<file path="src/rtl/ma_pkg.sv">
// Shared types and constants for the ma_shift_reg multiplier datapath register.
// Holds the shift command encoding (ma_op_t) and the controller state enum.
package ma_pkg;

  localparam int unsigned OP_W    = 3;
  localparam int unsigned STATE_W = 2;

  // Shift command, sampled together with start
  typedef enum logic [OP_W-1:0] {
    OP_HOLD = 3'd0,
    OP_SHL  = 3'd1,
    OP_SHR  = 3'd2,
    OP_ASHR = 3'd3,
    OP_ROL  = 3'd4,
    OP_ROR  = 3'd5,
    OP_SCLR = 3'd6,
    OP_RSVD = 3'd7
  } ma_op_t;

  // Command controller states
  typedef enum logic [STATE_W-1:0] {
    ST_IDLE = 2'd0,
    ST_RUN  = 2'd1,
    ST_FIN  = 2'd2
  } ma_state_t;

  // SCLR completes in a single shift cycle regardless of the requested count
  function automatic logic is_single_cycle(input ma_op_t op);
    return op == OP_SCLR;
  endfunction

endpackage

</file>
<file path="src/rtl/ma_shift_unit.sv">
// Combinational one-step shift function for ma_shift_reg.
// Given the current register value, a command and the serial input, returns
// the next register value, the bit shifted out, and whether sout updates.
// Config macro MA_ROTATE_EN: when undefined, ROL/ROR decode as HOLD and the
// rotate paths are not built.
// Ports:
//   qa          current register contents
//   op          shift command
//   sin         serial input bit for SHL/SHR
//   nxt_qa_c    next register contents
//   nxt_sout_c  bit shifted out by this step
//   sout_upd_c  high when this command produces a new sout
module ma_shift_unit
  import ma_pkg::*;
#(
  parameter int unsigned WIDTH = 4
) (
  input  logic [WIDTH-1:0] qa,
  input  ma_op_t           op,
  input  logic             sin,
  output logic [WIDTH-1:0] nxt_qa_c,
  output logic             nxt_sout_c,
  output logic             sout_upd_c
);

  // Per-command next value; anything not listed holds
  always_comb begin
    nxt_qa_c   = qa;
    nxt_sout_c = 1'b0;
    sout_upd_c = 1'b0;
    case (op)
      OP_SHL: begin
        nxt_qa_c   = {qa[WIDTH-2:0], sin};
        nxt_sout_c = qa[WIDTH-1];
        sout_upd_c = 1'b1;
      end
      OP_SHR: begin
        nxt_qa_c   = {sin, qa[WIDTH-1:1]};
        nxt_sout_c = qa[0];
        sout_upd_c = 1'b1;
      end
      OP_ASHR: begin
        nxt_qa_c   = {qa[WIDTH-1], qa[WIDTH-1:1]};
        nxt_sout_c = qa[0];
        sout_upd_c = 1'b1;
      end
`ifdef MA_ROTATE_EN
      OP_ROL: begin
        nxt_qa_c   = {qa[WIDTH-2:0], qa[WIDTH-1]};
        nxt_sout_c = qa[WIDTH-1];
        sout_upd_c = 1'b1;
      end
      OP_ROR: begin
        nxt_qa_c   = {qa[0], qa[WIDTH-1:1]};
        nxt_sout_c = qa[0];
        sout_upd_c = 1'b1;
      end
`endif
      // Clearing does not disturb the last shifted-out bit
      OP_SCLR: begin
        nxt_qa_c = '0;
      end
      default: begin
        nxt_qa_c = qa;
      end
    endcase
  end

endmodule

</file>
<file path="src/rtl/ma_shift_reg.sv">
// Parametrised shift/load register for the multiplier datapath.
// Parallel load and clear plus logical, arithmetic and rotate shifts, with a
// start/busy/done handshake that runs one command for up to WIDTH shifts.
// Config macro MA_ROTATE_EN (see ma_shift_unit): enables ROL/ROR.
// Ports:
//   clk    rising-edge clock
//   clr_n  asynchronous active-low reset
//   ld     parallel load strobe (wins over start)
//   da     parallel load data
//   op     shift command, sampled with start
//   start  begin a shift command
//   cnt    number of shifts, sampled with start (clamped to WIDTH)
//   sin    serial input for SHL/SHR, sampled every shift cycle
//   qa     register contents
//   sout   bit most recently shifted out
//   busy   command in progress
//   done   one-cycle completion pulse
module ma_shift_reg
  import ma_pkg::*;
#(
  parameter int unsigned WIDTH = 4,
  parameter int unsigned CNT_W = $clog2(WIDTH + 1)
) (
  input  logic             clk,
  input  logic             clr_n,
  input  logic             ld,
  input  logic [WIDTH-1:0] da,
  input  logic [OP_W-1:0]  op,
  input  logic             start,
  input  logic [CNT_W-1:0] cnt,
  input  logic             sin,
  output logic [WIDTH-1:0] qa,
  output logic             sout,
  output logic             busy,
  output logic             done
);

  ma_state_t        state;
  ma_op_t           op_q;
  logic [CNT_W-1:0] rem_q;

  logic [WIDTH-1:0] nxt_qa_c;
  logic             nxt_sout_c;
  logic             sout_upd_c;
  ma_op_t           op_in_c;
  logic [CNT_W-1:0] cnt_clamp_c;

  assign op_in_c     = ma_op_t'(op);
  assign cnt_clamp_c = (cnt > CNT_W'(WIDTH)) ? CNT_W'(WIDTH) : cnt;

  // Next value for one step of the latched command
  ma_shift_unit #(
    .WIDTH (WIDTH)
  ) u_shift (
    .qa         (qa),
    .op         (op_q),
    .sin        (sin),
    .nxt_qa_c   (nxt_qa_c),
    .nxt_sout_c (nxt_sout_c),
    .sout_upd_c (sout_upd_c)
  );

  // Command controller and datapath registers
  always_ff @(posedge clk or negedge clr_n) begin
    if (!clr_n) begin
      state <= ST_IDLE;
      op_q  <= OP_HOLD;
      rem_q <= '0;
      qa    <= '0;
      sout  <= 1'b0;
      busy  <= 1'b0;
      done  <= 1'b0;
    end else begin
      done <= 1'b0;
      case (state)
        // FIN accepts new work exactly like IDLE so commands can chain
        ST_IDLE, ST_FIN: begin
          done  <= (state == ST_FIN);
          state <= ST_IDLE;
          if (ld) begin
            qa <= da;
          end else if (start) begin
            if (cnt == '0) begin
              state <= ST_FIN;
            end else begin
              op_q  <= op_in_c;
              rem_q <= is_single_cycle(op_in_c) ? CNT_W'(1) : cnt_clamp_c;
              state <= ST_RUN;
              busy  <= 1'b1;
            end
          end
        end
        ST_RUN: begin
          qa    <= nxt_qa_c;
          rem_q <= rem_q - CNT_W'(1);
          if (sout_upd_c) begin
            sout <= nxt_sout_c;
          end
          if (rem_q == CNT_W'(1)) begin
            state <= ST_FIN;
            busy  <= 1'b0;
          end
        end
        default: begin
          state <= ST_IDLE;
          busy  <= 1'b0;
        end
      endcase
    end
  end

endmodule

</file>
<file path="config.mk">
export PLATFORM = sky130hd
export DESIGN_NAME = ma_shift_reg
export DESIGN_NICKNAME = d
export VERILOG_FILES = /design/src/rtl/ma_pkg.sv /design/src/rtl/ma_shift_unit.sv /design/src/rtl/ma_shift_reg.sv
export SDC_FILE = /design/constraint.sdc
export NUM_CORES = 1
export LEC_CHECK = 0
export ABC_CLOCK_PERIOD_IN_PS = 1550
export BUFFER_PORTS_ARGS = -buffer_cell sky130_fd_sc_hd__buf_2
export CAP_MARGIN = 20
export CORE_MARGIN = 2
export CORE_UTILIZATION = 30
export DETAILED_ROUTE_END_ITERATION = 6
export PLACE_DENSITY = 0.54
export SLEW_MARGIN = 20
export SYNTH_ARGS = -nofsm -noshare
export SYNTH_HDL_FRONTEND = slang
export SYNTH_SLANG_ARGS = --single-unit
</file>
<file path="constraint.sdc">
create_clock -name clk -period 1.55 [get_ports clk]
set_input_delay 0.155 -clock clk [delete_from_list [all_inputs] [get_ports clk]]
set_output_delay 0.155 -clock clk [all_outputs]
set_load 0.03 [all_outputs]
</file>
==> impl_results.md <==
- Post-Synthesis Net Count: between 100 and 150
- Height of the die: 57.3 um
- Antenna violations before repair: 0
- Setup_tns: 0 ps
- DIE AREA: 3280 um^2
- CTS tree: built
- Routed vias: ~710
- Power Density: between 2000 and 2500 nW/um^2
- Slew Limit Fails: 0
- Sequential area share after synthesis: 0.441
- Largest net degree at the start of global routing: 16
- NumNets Final: about 130
- GRT Resource Usage Total: 0.113
- Worst Path Required: between 1500 and 2000 ps
- Total grt overflow: 0
- Post-Place Worst Slack: 42.0 ps
- CTS max path bufs: 2
- Area Growth Syn to Fin: 21.3%
- Max-Cap Viols: 0
- CP max FO: 7
- Synth Instances: 86
- Port bufs: 21
- Initial DRC count: 34
- Fin util: 0.378
- First-pass GRT wire length: about 2.8 mm
- Vias/cell: ~5
- RSZ-0062 raised after global routing: no
- Register bit total from synthesis: 15
- Syn_area_per_cell: 9.91 um^2
- Synthesized area: 852 um^2
- First-pass iteration count of the detailed router: 4
- Startpoint type of the worst setup path: flop
- Rows: 19
- Detailed Route WL: 1.80 mm
- Critical path arrival: 1670 ps
- Clock latency on the worst-skew pair: 280 ps
- Status: finished clean
- Final ANT Viol Nets: 0
- Post-synth EDFFs: 0
- Sink Count: 15
- GP Congestion: 0.782
- Count leader, synth: dfrtp_1
- Area share of the largest cell type after synthesis: 0.441
- Initial Util: 0.312
- Peak supply drop: slightly below 0.001 V
- Leakage power total: 0.491 nW
- Htree depth: 1
- Clk_skew: 6.44 ps
- Root Driver: clkbuf_4
- Filler cells: 289
- Share of post-route cells with drive strength above 1: 0.369
- Core box area: 2730 um^2
- Top-Level Pins: 22
- Clock transition at the registers of the reported paths: approximately 90 ps
- Top cells by area, synth: dfrtp_1 44%, mux2_2 5.3%, nand2_1 5.3%
- Die Wd: 57.3 um
- Routed length per instance: 12.7 um
- Final WS setup: 49.4 ps
- Area leader, netlist: dfrtp_1
- Synth unique cells: 35
- Fin. Hold Viols: 0
- Synth Warn #: 0
- Total CTS buffers: 3
- Most common flop cell mapped by yosys: dfrtp_1
- Setup bufs post-CTS: 0
- Fin crit period: 1500 ps
- HP Class: in -> reg
- Worst Tran Pin Value: 358 ps
- Critical Path Sink Type: flop
- Layout Cells excl Fill: about 140
- Finish-stage setup viols: 0
- Remaining DRCs: 0
- Max Freq: 666 MHz
- Commonest cells in the netlist: 15 x dfrtp_1, 12 x nand2_1, 8 x nor2_1
- Number of cells after detailed placement: 137
- Part of the cycle the worst path needs: 0.968
- Post-detail-place hpwl: 1.42 mm
- Ant diodes: 0
- Share of flip-flops with an asynchronous set or reset: 1.00
- Slew headroom: 0.759
- Worst setup path class: reg -> reg
- Vias in the first global route: between 600 and 700
[critical path, cell delays in order, from the launching register on]
cell	delay, ps
dfrtp_2	460
a21bo_4	250
a221oi_1	330
nor2_1	90
mux2_2	270
[path summary, 6_finish.rpt]
check / start / end / slack (ps) / cells past startpoint
min in group asynchronous: clr_n / qa[0]$_DFFE_PN0P_ / 310 / 2
min: op[2] / op_q[2]$_DFFE_PN0P_ / 90 / 3
max reg2reg: op_q[2]$_DFFE_PN0P_ / qa[1]$_DFFE_PN0P_ / 50 / 4
min reg2reg: busy$_DFFE_PN0P_ / busy$_DFFE_PN0P_ / 480 / 1
max in group asynchronous: clr_n / op_q[1]$_DFFE_PN0P_ / 960 / 2
max: op_q[2]$_DFFE_PN0P_ / qa[1]$_DFFE_PN0P_ / 50 / 4
[stage by stage]
| stage | power [mW] | hold slack, ps | area [um^2] |
|---|---|---|---|
| final | 2.07 | 86.1 | 1030 |
| after global routing | 2.23 | 97.7 | 1030 |
| after floorplan | 1.55 | -141 | 852 |
| after detailed placement | 1.84 | 76.3 | 987 |
| after global placement | 1.82 | 82.3 | 987 |
| after CTS | 2.06 | 82.4 | 1020 |
[routing by layer]
metal,up-vias,share of wire,track usage,routed length [um]
met2,17,0.46,0.179,834
met4,0,0.0061,0.0565,11
met5,-,0,0,0
li1,355,-,-,-
met1,334,0.47,0.142,845
met3,2,0.059,0.0295,107
[layout make-up]
| type | instances | area (um^2) | area share |
|---|---|---|---|
| Clock buffer | 3 | 22.5 | 0.0218 |
| Sequential cell | 15 | 378 | 0.366 |
| Multi-Input combinational cell | 65 | 448 | 0.433 |
| Timing Repair Buffer | 24 | 130 | 0.126 |
| Clock inverter | 1 | 5.00 | 0.00484 |
| Tap cell | 31 | 38.8 | 0.0375 |
| Inverter | 3 | 11.3 | 0.0109 |
[layout by cell type (no fill, tap or decap), types with 2 or more instances in the layout]
master and instances:
buf_2 21, dfrtp_1 13, nand2_1 12, nor2_1 8, o21ai_0 4, nand2b_1 4
mux2_2 4, inv_1 3, a21oi_1 3, clkbuf_4 3, and2b_1 2, a221oi_1 2
a221oi_2 2, nand3_1 2, o211ai_1 2, ha_1 2, dfrtp_2 2, buf_4 2
[report_power, final]
group / switching [mW] / total [mW] / leakage (nW) / internal, mW
sequential: 0.197 / 0.777 / 0.182 / 0.580
combinational: 0.601 / 1.08 / 0.292 / 0.477
clock: 0.123 / 0.219 / 0.0177 / 0.0955
total: 0.922 / 2.07 / 0.491 / 1.15
[cell families (layout without fill, tap and decap cells)]
| kind of cell | after synthesis | in the layout | share of synthesized area |
|---|---|---|---|
| AOI/OAI and AO/OA | 19 | 19 | 0.172 |
| DFF | 15 | 15 | 0.441 |
| adders and majority gates | 2 | 2 | 0.0294 |
| buffers and inverters | 6 | 31 | 0.0411 |
| and+or+nand+nor | 40 | 40 | 0.264 |
| muxes | 4 | 4 | 0.0529 |
[what timing repair did]
| item | in CTS | in global routing |
|---|---|---|
| resized for setup | 0 | 3 |
| hold endpoints to repair | 15 | 0 |
| setup endpoints to repair | 0 | 3 |
| hold buffers | 1 | 0 |
[registers in the layout, indices dropped and copies added (netlist names)]
name / cells
qa: 4
rem_q: 3
busy: 1
sout: 1
op_q: 3
state: 2
done: 1
(Power assumes the default switching activity.)
